File: src/rtl/mem_stage_sramlike.sv
`default_nettype none
// ============================================================================
// Module   : mem_stage_sramlike
// Purpose  : MEM pipeline stage for the 5-stage MIPS core on a request /
//            response (addr_ok / data_ok) data bus. Holds a load until its
//            response arrives, extracts sub-word load results, tracks the
//            number of requests in flight and drops responses that belong
//            to instructions killed by a flush. Drives the MEM->ID bypass
//            with a ready qualifier for load-use stalls.
// Options  : define MS_UNALIGNED_LOAD_EN to enable the lwl/lwr merge; when
//            undefined, lwl/lwr return the raw response word like lw.
// Revision : 1.0 - initial release
// ============================================================================
module mem_stage_sramlike #(
    parameter int SIDE_WD         = 64,
    parameter int MAX_OUTSTANDING = 2,
    parameter int CNT_WD          = $clog2(MAX_OUTSTANDING + 1)
) (
    input  logic               clk,
    input  logic               reset,
    input  logic               es_to_ms_valid,
    output logic               ms_allowin,
    input  logic               es_req_fire,
    input  logic               es_mem_req,
    input  logic [2:0]         es_load_op,
    input  logic               es_res_from_mem,
    input  logic               es_gr_we,
    input  logic [4:0]         es_dest,
    input  logic [31:0]        es_alu_result,
    input  logic [31:0]        es_rt_value,
    input  logic [SIDE_WD-1:0] es_side,
    input  logic               data_data_ok,
    input  logic [31:0]        data_rdata,
    input  logic               flush,
    input  logic               ws_allowin,
    output logic               ms_to_ws_valid,
    output logic               ms_gr_we,
    output logic [4:0]         ms_dest,
    output logic [31:0]        ms_result,
    output logic [SIDE_WD-1:0] ms_side,
    output logic [4:0]         ms_fwd_dest,
    output logic [31:0]        ms_fwd_result,
    output logic               ms_fwd_ready,
    output logic               ms_req_allow,
    output logic               ms_discard_busy
);

    localparam logic [2:0] c_OP_LW  = 3'd0;
    localparam logic [2:0] c_OP_LB  = 3'd1;
    localparam logic [2:0] c_OP_LBU = 3'd2;
    localparam logic [2:0] c_OP_LH  = 3'd3;
    localparam logic [2:0] c_OP_LHU = 3'd4;
`ifdef MS_UNALIGNED_LOAD_EN
    localparam logic [2:0] c_OP_LWL = 3'd5;
    localparam logic [2:0] c_OP_LWR = 3'd6;
`endif

    // Stage state
    logic               ms_valid_q,     ms_valid_d;
    logic               gr_we_q,        gr_we_d;
    logic [4:0]         dest_q,         dest_d;
    logic [31:0]        alu_result_q,   alu_result_d;
    logic [2:0]         load_op_q,      load_op_d;
    logic               res_from_mem_q, res_from_mem_d;
    logic [SIDE_WD-1:0] side_q,         side_d;
    logic               need_data_q,    need_data_d;
    logic               data_seen_q,    data_seen_d;
    logic [31:0]        rdata_q,        rdata_d;
    logic               early_v_q,      early_v_d;
    logic [31:0]        early_data_q,   early_data_d;
    logic [CNT_WD-1:0]  outstanding_q,  outstanding_d;
    logic [CNT_WD-1:0]  discard_q,      discard_d;
`ifdef MS_UNALIGNED_LOAD_EN
    logic [31:0]        rt_value_q,     rt_value_d;
`else
    logic               w_unused_rt;
    assign w_unused_rt = ^es_rt_value;
`endif

    logic              w_discard_hit;
    logic              w_consume;
    logic              w_to_early;
    logic              w_ready_go;
    logic              w_accept;
    logic [CNT_WD-1:0] w_out_next;
    logic [31:0]       w_rdata;
    logic [7:0]        w_byte;
    logic [15:0]       w_half;
    logic [31:0]       w_load;

    // Response routing: pending discards first, then the waiting load, else the early buffer.
    assign w_discard_hit = data_data_ok && (discard_q != '0);
    assign w_consume     = data_data_ok && !w_discard_hit && ms_valid_q && need_data_q && !data_seen_q;
    assign w_to_early    = data_data_ok && !w_discard_hit && !w_consume;
    assign w_ready_go    = !need_data_q || data_seen_q || w_consume;
    assign ms_allowin    = !ms_valid_q || (w_ready_go && ws_allowin);
    assign w_accept      = es_to_ms_valid && ms_allowin && !flush;
    assign w_out_next    = outstanding_q + CNT_WD'(es_req_fire) - CNT_WD'(data_data_ok);

    // Next-state computation for the stage registers and the bus counters.
    always_comb begin
        ms_valid_d     = ms_valid_q;
        gr_we_d        = gr_we_q;
        dest_d         = dest_q;
        alu_result_d   = alu_result_q;
        load_op_d      = load_op_q;
        res_from_mem_d = res_from_mem_q;
        side_d         = side_q;
        need_data_d    = need_data_q;
        data_seen_d    = data_seen_q;
        rdata_d        = rdata_q;
        early_v_d      = early_v_q;
        early_data_d   = early_data_q;
        outstanding_d  = w_out_next;
        discard_d      = discard_q;
`ifdef MS_UNALIGNED_LOAD_EN
        rt_value_d     = rt_value_q;
`endif
        if (flush) begin
            // Every request still in flight after this edge belongs to a killed instruction.
            ms_valid_d  = 1'b0;
            need_data_d = 1'b0;
            data_seen_d = 1'b0;
            early_v_d   = 1'b0;
            discard_d   = w_out_next;
        end else begin
            discard_d = discard_q - CNT_WD'(w_discard_hit);
            if (w_consume) begin
                rdata_d     = data_rdata;
                data_seen_d = 1'b1;
            end
            if (w_to_early) begin
                early_v_d    = 1'b1;
                early_data_d = data_rdata;
            end
            if (ms_allowin) begin
                ms_valid_d = es_to_ms_valid;
            end
            if (w_accept) begin
                gr_we_d        = es_gr_we;
                dest_d         = es_dest;
                alu_result_d   = es_alu_result;
                load_op_d      = es_load_op;
                res_from_mem_d = es_res_from_mem;
                side_d         = es_side;
`ifdef MS_UNALIGNED_LOAD_EN
                rt_value_d     = es_rt_value;
`endif
                need_data_d    = es_mem_req;
                data_seen_d    = 1'b0;
                if (es_mem_req) begin
                    if (early_v_q) begin
                        // Oldest buffered response belongs to the entering instruction;
                        // a response arriving now refills the buffer.
                        data_seen_d = 1'b1;
                        rdata_d     = early_data_q;
                        early_v_d   = w_to_early;
                    end else if (w_to_early) begin
                        // Response arriving in the very cycle its load enters: take it
                        // directly, otherwise it would be stranded in the early buffer.
                        data_seen_d = 1'b1;
                        rdata_d     = data_rdata;
                        early_v_d   = 1'b0;
                    end
                end
            end
        end
    end

    // Stage register update with synchronous reset.
    always_ff @(posedge clk) begin
        if (reset) begin
            ms_valid_q     <= 1'b0;
            gr_we_q        <= 1'b0;
            dest_q         <= '0;
            alu_result_q   <= '0;
            load_op_q      <= '0;
            res_from_mem_q <= 1'b0;
            side_q         <= '0;
            need_data_q    <= 1'b0;
            data_seen_q    <= 1'b0;
            rdata_q        <= '0;
            early_v_q      <= 1'b0;
            early_data_q   <= '0;
            outstanding_q  <= '0;
            discard_q      <= '0;
`ifdef MS_UNALIGNED_LOAD_EN
            rt_value_q     <= '0;
`endif
        end else begin
            ms_valid_q     <= ms_valid_d;
            gr_we_q        <= gr_we_d;
            dest_q         <= dest_d;
            alu_result_q   <= alu_result_d;
            load_op_q      <= load_op_d;
            res_from_mem_q <= res_from_mem_d;
            side_q         <= side_d;
            need_data_q    <= need_data_d;
            data_seen_q    <= data_seen_d;
            rdata_q        <= rdata_d;
            early_v_q      <= early_v_d;
            early_data_q   <= early_data_d;
            outstanding_q  <= outstanding_d;
            discard_q      <= discard_d;
`ifdef MS_UNALIGNED_LOAD_EN
            rt_value_q     <= rt_value_d;
`endif
        end
    end

    // Load data extraction; a response consumed this cycle bypasses the data register.
    always_comb begin
        w_rdata = w_consume ? data_rdata : rdata_q;
        case (alu_result_q[1:0])
            2'd0:    w_byte = w_rdata[7:0];
            2'd1:    w_byte = w_rdata[15:8];
            2'd2:    w_byte = w_rdata[23:16];
            default: w_byte = w_rdata[31:24];
        endcase
        w_half = alu_result_q[1] ? w_rdata[31:16] : w_rdata[15:0];
        case (load_op_q)
            c_OP_LW:  w_load = w_rdata;
            c_OP_LB:  w_load = {{24{w_byte[7]}}, w_byte};
            c_OP_LBU: w_load = {24'd0, w_byte};
            c_OP_LH:  w_load = {{16{w_half[15]}}, w_half};
            c_OP_LHU: w_load = {16'd0, w_half};
`ifdef MS_UNALIGNED_LOAD_EN
            c_OP_LWL: begin
                case (alu_result_q[1:0])
                    2'd0:    w_load = {w_rdata[7:0],  rt_value_q[23:0]};
                    2'd1:    w_load = {w_rdata[15:0], rt_value_q[15:0]};
                    2'd2:    w_load = {w_rdata[23:0], rt_value_q[7:0]};
                    default: w_load = w_rdata;
                endcase
            end
            c_OP_LWR: begin
                case (alu_result_q[1:0])
                    2'd0:    w_load = w_rdata;
                    2'd1:    w_load = {rt_value_q[31:24], w_rdata[31:8]};
                    2'd2:    w_load = {rt_value_q[31:16], w_rdata[31:16]};
                    default: w_load = {rt_value_q[31:8],  w_rdata[31:24]};
                endcase
            end
`endif
            default:  w_load = w_rdata;
        endcase
    end

    assign ms_to_ws_valid  = ms_valid_q && w_ready_go;
    assign ms_gr_we        = gr_we_q;
    assign ms_dest         = dest_q;
    assign ms_side         = side_q;
    assign ms_result       = res_from_mem_q ? w_load : alu_result_q;
    assign ms_fwd_dest     = (ms_valid_q && gr_we_q) ? dest_q : 5'd0;
    assign ms_fwd_result   = ms_result;
    assign ms_fwd_ready    = !ms_valid_q || w_ready_go;
    assign ms_req_allow    = outstanding_q < CNT_WD'(MAX_OUTSTANDING);
    assign ms_discard_busy = discard_q != '0;

endmodule
`default_nettype wire
File: config.mk
export PLATFORM = sky130hd
export DESIGN_NAME = mem_stage_sramlike
export DESIGN_NICKNAME = d
export VERILOG_FILES = /design/src/rtl/mem_stage_sramlike.sv
export SDC_FILE = /design/constraint.sdc
export NUM_CORES = 1
export LEC_CHECK = 0
export CELL_PAD_IN_SITES_DETAIL_PLACEMENT = 1
export CELL_PAD_IN_SITES_GLOBAL_PLACEMENT = 1
export CORE_ASPECT_RATIO = 0.6
export CORE_MARGIN = 2
export CORE_UTILIZATION = 41
export DETAILED_ROUTE_END_ITERATION = 8
export DONT_BUFFER_PORTS = 1
export PLACE_DENSITY = 0.75
export SLEW_MARGIN = 10
export SYNTH_ARGS = -nofsm -noshare
export SYNTH_HDL_FRONTEND = slang
export SYNTH_SLANG_ARGS = --single-unit
File: constraint.sdc
create_clock -name clk -period 2.5 [get_ports clk]
set_clock_uncertainty 0.15 [all_clocks]
set_input_delay 0.5 -clock clk [delete_from_list [all_inputs] [get_ports clk]]
set_output_delay 0.5 -clock clk [all_outputs]
set_load 0.005 [all_outputs]
==> results.sh, run 1 <==
export IMPL_total_power_mw=6.90
export IMPL_design_die_area_um2=22400
export IMPL_maxSlewViolCount=0
export IMPL_cp_data_required_time_ps=1850
export IMPL_yosysWarningCount=0
export IMPL_clock_insertion_delay_worst_skew_ps=440
export IMPL_share_of_the_core_filled_with_cells_pct=50.7
export IMPL_io_count=322
export IMPL_hold_path_class="in2reg"
export IMPL_drive_above_1_share_pct=21.4
export IMPL_rsz_0062_raised_after_global_routing="yes"
export IMPL_global_route_overflow_total=0
export IMPL_num_rows=41
export IMPL_routed_wl_mm=30.8
export IMPL_cts_made_buffers=17
export IMPL_core_area_um2=20900
export IMPL_fillers=2415
export IMPL_outcome="finished with violations"
export IMPL_slew_headroom_pct=35.8
export IMPL_drt_iter0_drc=407
export IMPL_antenna_found_initial=1
export IMPL_ys_types=55
export IMPL_report_final_hold_viol_count=0
export IMPL_io_buffers=0
export IMPL_violations="setup timing"
export IMPL_area_growth_pct=22.1
export IMPL_final_nets=1291
export IMPL_layout_cells_most_common="nand2_1"
export IMPL_numClockSinks=178
export IMPL_grt_start_max_net_pins=176
export IMPL_detailedPlacementHpwl_mm=19.8
export IMPL_synth_register_bits=178
export IMPL_finalCriticalPeriod_ps=3120
export IMPL_cts_root_to_sink_buffers=2
export IMPL_antenna_violating_nets_post_route=0
export IMPL_number_of_vias_per_cell_after_detailed_routing=5.69
export IMPL_num_antenna_cells=0
export IMPL_finalWorstSetupSlack_ps=-619
export IMPL_peakVddDrop_v=0.000622
export IMPL_grt_usage_pct=25.4
export IMPL_timing_worst_setup_path_type="reg2out"
export IMPL_cts_tree="built"
export IMPL_crit_slowest_cell="dfxtp_2"
export IMPL_post_route_drc_count=0
export IMPL_chipHeight_um=117
export IMPL_post_synth_cell_area_avg_um2=7.88
export IMPL_cts_htree_levels=4
export IMPL_critical_path_cell_chain="buf_6 > nor3b_4 > buf_6 > buf_4 > nand3_4 > a21oi_4 > buf_6 > buf_4 > o31ai_2 > a31oi_1 > buf_4"
export IMPL_final_hold_worst_slack_ps=37.1
export IMPL_power_per_cell_area_nw_per_um2=652
export IMPL_layout_common_cells="nand2_1 (330), dfxtp_1 (175), a21oi_1 (145)"
export IMPL_worstPathMaxFanout=5
export IMPL_layout_worst_path_cycle_share_pct=125
export IMPL_transition_time_at_the_pin_with_the_least_slew_margin_ps=962
export IMPL_grt_pass1_wl_mm=43.6
export IMPL_syn_nets=1281
export IMPL_setup_viol=72
export IMPL_first_global_vias=7979
export IMPL_routability_driven_placement_congestion_ratio=0.847
export IMPL_wl_per_cell_um=21.9
export IMPL_drt_pass1_iter_count=5
export IMPL_cts_root_buffer="clkbuf_16"
export IMPL_synthArstFlopShare_pct=0
export IMPL_starting_density_pct=41.5
export IMPL_worst_path_max_stage_delay_ps=340
export IMPL_endpoint_kind="output pin"
export IMPL_maximum_operating_frequency_mhz=321
export IMPL_timing_critical_path_buf_inv=6
export IMPL_critical_path_arrival_ps=2470
export IMPL_synth_flop_cell="dfxtp_1"
export IMPL_setup_worst_path_start_class="register"
export IMPL_synth_seq_area_share_pct=41.1
export IMPL_dieWidth_um=192
export IMPL_netlist_instances=1100
export IMPL_synth_edf_count=0
export IMPL_worst_setup_hold_path_clk_slew_ps=70
export IMPL_vias=7971
export IMPL_cellLeakagePower_nw=3.92
export IMPL_max_cap_viol_count=0
export IMPL_syn_area_um2=8660
export IMPL_critical_path_top_delay_family="buffers and inverters"
==> cells by family (layout without fill, tap and decap cells) <==
kind of cell	count (synthesis)	after routing	share of synthesized area, %
flip-flops	178	178	41.1
AO/OA/AOI/OAI	271	271	18.9
adder cells (fa/ha/maj)	4	4	0.549
multiplexers	96	96	11.8
XOR/XNOR	5	5	0.506
AND/OR/NAND/NOR	415	415	19.7
buffers and inverters	131	154	7.48
==> metal layers <==
metal	vias up	global-route usage (%)	share of wire (%)
met5	-	0	0
li1	3768	-	-
met1	3933	32.8	46
met4	0	6.67	0.92
met2	251	40.8	46
met3	19	8.62	7.8
==> synth_stat cells, drive strengths merged (3+ instances only) <==
| library cell | n | area (um2) |
|---|---|---|
| nor3b | 3 | 38.8 |
| a211oi | 7 | 52.6 |
| dfxtp | 178 | 3560 |
| and3 | 13 | 81.3 |
| o21ai | 5 | 25.0 |
| buf | 55 | 363 |
| ha | 3 | 37.5 |
| o21a | 7 | 52.6 |
| or2 | 3 | 18.8 |
| a31oi | 31 | 194 |
| a21oi | 146 | 731 |
| nand3 | 11 | 55.1 |
| a41oi | 3 | 33.8 |
| mux2 | 47 | 529 |
| mux2i | 49 | 490 |
| nor2 | 34 | 133 |
| clkbuf | 64 | 240 |
| nand2b | 3 | 18.8 |
| o22ai | 39 | 244 |
| nor2b | 4 | 25.0 |
| a21o | 7 | 52.6 |
| and2 | 3 | 18.8 |
| xor2 | 3 | 26.3 |
| nand2 | 332 | 1250 |
| a2bb2oi | 6 | 52.6 |
| o31ai | 3 | 36.3 |
| inv | 12 | 45.0 |
| a211o | 6 | 52.6 |
==> registers in the layout, summed over array words and instances (netlist names), 2 cells and up <==
signal and count:
discard_q 2, outstanding_q 2, rdata_q 32, ms_side 64
early_data_q 32, alu_result_q 32, load_op_q 3, ms_dest 5
==> power breakdown <==
group | total [mW] | switching, mW | internal, mW | leakage [nW]
registers | 3.07 | 0.0950 | 2.97 | 1.45
logic | 1.03 | 0.570 | 0.459 | 2.17
clock network | 2.81 | 1.21 | 1.60 | 0.297
==> worst reg2reg max path: cells and delay by family (launching register included) <==
kind            cells  cell delay (ps)
flops               1              340
buf+inv             5              770
compound gates      2              300
simple gates        2              640
mux                 1              330
==> timing repair <==
| item | in CTS | in global routing |
|---|---|---|
| endpoints found under the setup margin | 66 | 90 |
| pin swaps | 11 | 10 |
| gates resized for setup | 40 | 37 |
| setup buffers | 4 | 12 |
| gates cloned | 0 | 3 |
| hold endpoints to repair | 138 | 76 |
| hold buffers | 7 | 2 |
==> area by class of cell <==
cell class	count	area, um2	area share (%)
clock buffers	23	488	4.61
clock inverters	9	121	1.15
inverters	12	45.0	0.426
multi-input cells	791	4850	45.9
flip-flops and latches	178	3570	33.7
well taps	279	349	3.30
repair buffers	110	1160	10.9
==> per-stage QoR <==
step	TNS (ps)	worst slack (ps)	std cells	cell area, um2
finish	-36280	-619	1402	10600
global route	-42800	-720	1402	10600
CTS	-34110	-565	1386	10200
detailed placement	-17050	-348	1343	9300
global placement	-13500	-295	1343	9300
floorplan	-4290	-186	1100	8760
==> worst paths after layout <==
| kind | start | endpoint | slack (ps) | cells past startpoint |
|---|---|---|---|---|
| hold reg to reg | alu_result_q[13]$_SDFFE_PP0P_ | alu_result_q[13]$_SDFFE_PP0P_ | 310 | 2 |
| hold / removal | es_to_ms_valid | ms_valid_q$_SDFFE_PP0N_ | 40 | 2 |
| setup reg to reg | discard_q[1]$_SDFF_PP0_ | rdata_q[25]$_SDFFE_PP0N_ | -110 | 10 |
| setup / recovery | discard_q[1]$_SDFF_PP0_ | ms_result[7] | -620 | 11 |
(Power assumes the default switching activity.)
==> run 2, diff against run 1 <==
Settings changed: CORE_UTILIZATION 41 to 45, PLACE_DENSITY 0.75 to 0.88, SKIP_LAST_GASP from default to 1.
Clock period 2.5 ns to 3.15 ns, I/O delays scaled along.
==> results.sh, run 2 (synthesized netlist as in run 1, its figures left out) <==
export IMPL_timing_reg2reg_worst_path_depth=8
export IMPL_dp_cells=1280
export IMPL_post_route_drc_count=0
export IMPL_chipHeight_um=111
export IMPL_grt_usage_pct=27.3
export IMPL_area_growth_pct=13.0
export IMPL_violations="setup timing"
export IMPL_io_count=322
export IMPL_grt_pass1_wl_mm=43.6
export IMPL_timing_worst_setup_path_type="reg2out"
export IMPL_design_die_area_um2=20400
export IMPL_share_of_the_core_filled_with_cells_pct=51.7
export IMPL_maxSlewViolCount=0
export IMPL_slew_headroom_pct=41.3
export IMPL_setup_worst_path_start_class="register"
export IMPL_vias=7833
export IMPL_io_buffers=0
export IMPL_first_global_vias=7870
export IMPL_cts_tree="built"
export IMPL_outcome="finished with violations"
export IMPL_cts_root_buffer="clkbuf_16"
export IMPL_core_area_um2=18900
export IMPL_cts_made_buffers=17
export IMPL_setup_viol=40
export IMPL_total_power_mw=5.33
export IMPL_transition_time_at_the_pin_with_the_least_slew_margin_ps=881
export IMPL_hold_path_class="in2reg"
export IMPL_largest_register_ff_count=64
export IMPL_grt_start_max_net_pins=176
export IMPL_detailedPlacementHpwl_mm=18.9
export IMPL_layout_common_cells="nand2_1 (331), dfxtp_1 (170), a21oi_1 (145)"
export IMPL_drt_iter0_drc=599
export IMPL_drive_above_1_share_pct=16.3
export IMPL_worstPathMaxFanout=16
export IMPL_dieWidth_um=183
export IMPL_endpoint_kind="output pin"
export IMPL_power_per_cell_area_nw_per_um2=544
export IMPL_num_rows=39
export IMPL_cts_root_to_sink_buffers=2
export IMPL_maximum_operating_frequency_mhz=314
export IMPL_peakVddDrop_v=0.000419
export IMPL_final_nets=1241
export IMPL_critical_path_arrival_ps=2400
export IMPL_hold_path_cell_count=1
export IMPL_global_route_overflow_total=0
export IMPL_rsz_0062_raised_after_global_routing="yes"
export IMPL_finalCriticalPeriod_ps=3180
export IMPL_fillers=2257
export IMPL_max_cap_viol_count=0
export IMPL_worst_setup_hold_path_clk_slew_ps=70
export IMPL_routed_wl_mm=28.5
export IMPL_layout_cells_most_common="nand2_1"
export IMPL_antenna_violating_nets_post_route=0
export IMPL_antenna_found_initial=0
export IMPL_numClockSinks=178
export IMPL_clock_insertion_delay_worst_skew_ps=440
export IMPL_cp_data_required_time_ps=2370
export IMPL_cellLeakagePower_nw=3.61
export IMPL_final_instance_count_excl_fill=1320
export IMPL_final_hold_worst_slack_ps=104
export IMPL_number_of_vias_per_cell_after_detailed_routing=5.93
export IMPL_layout_worst_path_cycle_share_pct=101
export IMPL_cts_htree_levels=4
export IMPL_wl_per_cell_um=21.6
export IMPL_starting_density_pct=45.8
export IMPL_drt_pass1_iter_count=5
export IMPL_finalWorstSetupSlack_ps=-34.1
export IMPL_report_final_hold_viol_count=0
export IMPL_routability_driven_placement_congestion_ratio=0.851
-- run 2: power breakdown --
group | total, mW | internal [mW] | switching [mW]
combinational | 0.651 | 0.270 | 0.380
sequential | 2.44 | 2.36 | 0.0821
clock | 2.24 | 1.22 | 1.02
total | 5.33 | 3.85 | 1.48
-- run 2: stage by stage --
| stage | TNS, ps | worst slack, ps | instance area, um2 |
|---|---|---|---|
| finish | -608 | -34.1 | 9790 |
| global route | -4290 | -108 | 9790 |
| CTS | -90.0 | -19.6 | 9680 |
| detailed placement | 0 | 2.86 | 8890 |
| global placement | 0 | 98.0 | 8890 |
| floorplan | 0 | 155 | 8660 |
-- run 2: per-layer routing --
layer,vias to the layer above,global-route usage (%),part of all wire (%)
li1,3662,-,-
met1,3854,34.8,43
met2,284,44.3,47
met3,33,9.09,8.6
met4,0,7.95,1.5
met5,-,0,0
-- run 2: final timing paths --
check	startpoint	end	slack [ps]
setup / recovery	discard_q[1]$_SDFF_PP0_	ms_result[22]	-30
hold / removal	reset	ms_side[14]$_SDFFE_PP0P_	100
setup reg to reg	discard_q[0]$_SDFF_PP0_	rdata_q[4]$_SDFFE_PP0N_	690
hold reg to reg	alu_result_q[22]$_SDFFE_PP0P_	alu_result_q[22]$_SDFFE_PP0P_	310
-- run 2: area by class of cell --
class / instances / area [um2] / share of cell area (%)
sequential: 178 / 3580 / 36.5
inverter: 12 / 45.0 / 0.460
tap: 246 / 308 / 3.14
multi-input combinational: 791 / 4680 / 47.8
clock inverter: 13 / 163 / 1.66
clock buffer: 19 / 443 / 4.52
timing repair buffer: 60 / 569 / 5.81
antenna: 1 / 2.50 / 0.0256
-- run 2: timing repair --
action	CTS	global route
buffers inserted	5	1
endpoints found under the setup margin	64	62
pin swaps	1	3
resized for setup	31	17
gates cloned	1	0
hold buffers	0	0
-- run 2: worst max-delay path, stage by stage (launching register included) --
cell and delay [ps]:
dfxtp_2 350, or3b_4 480, a2111oi_4 410, nor3b_2 110
nor2_2 150, buf_12 160, a31oi_1 110, buf_4 160
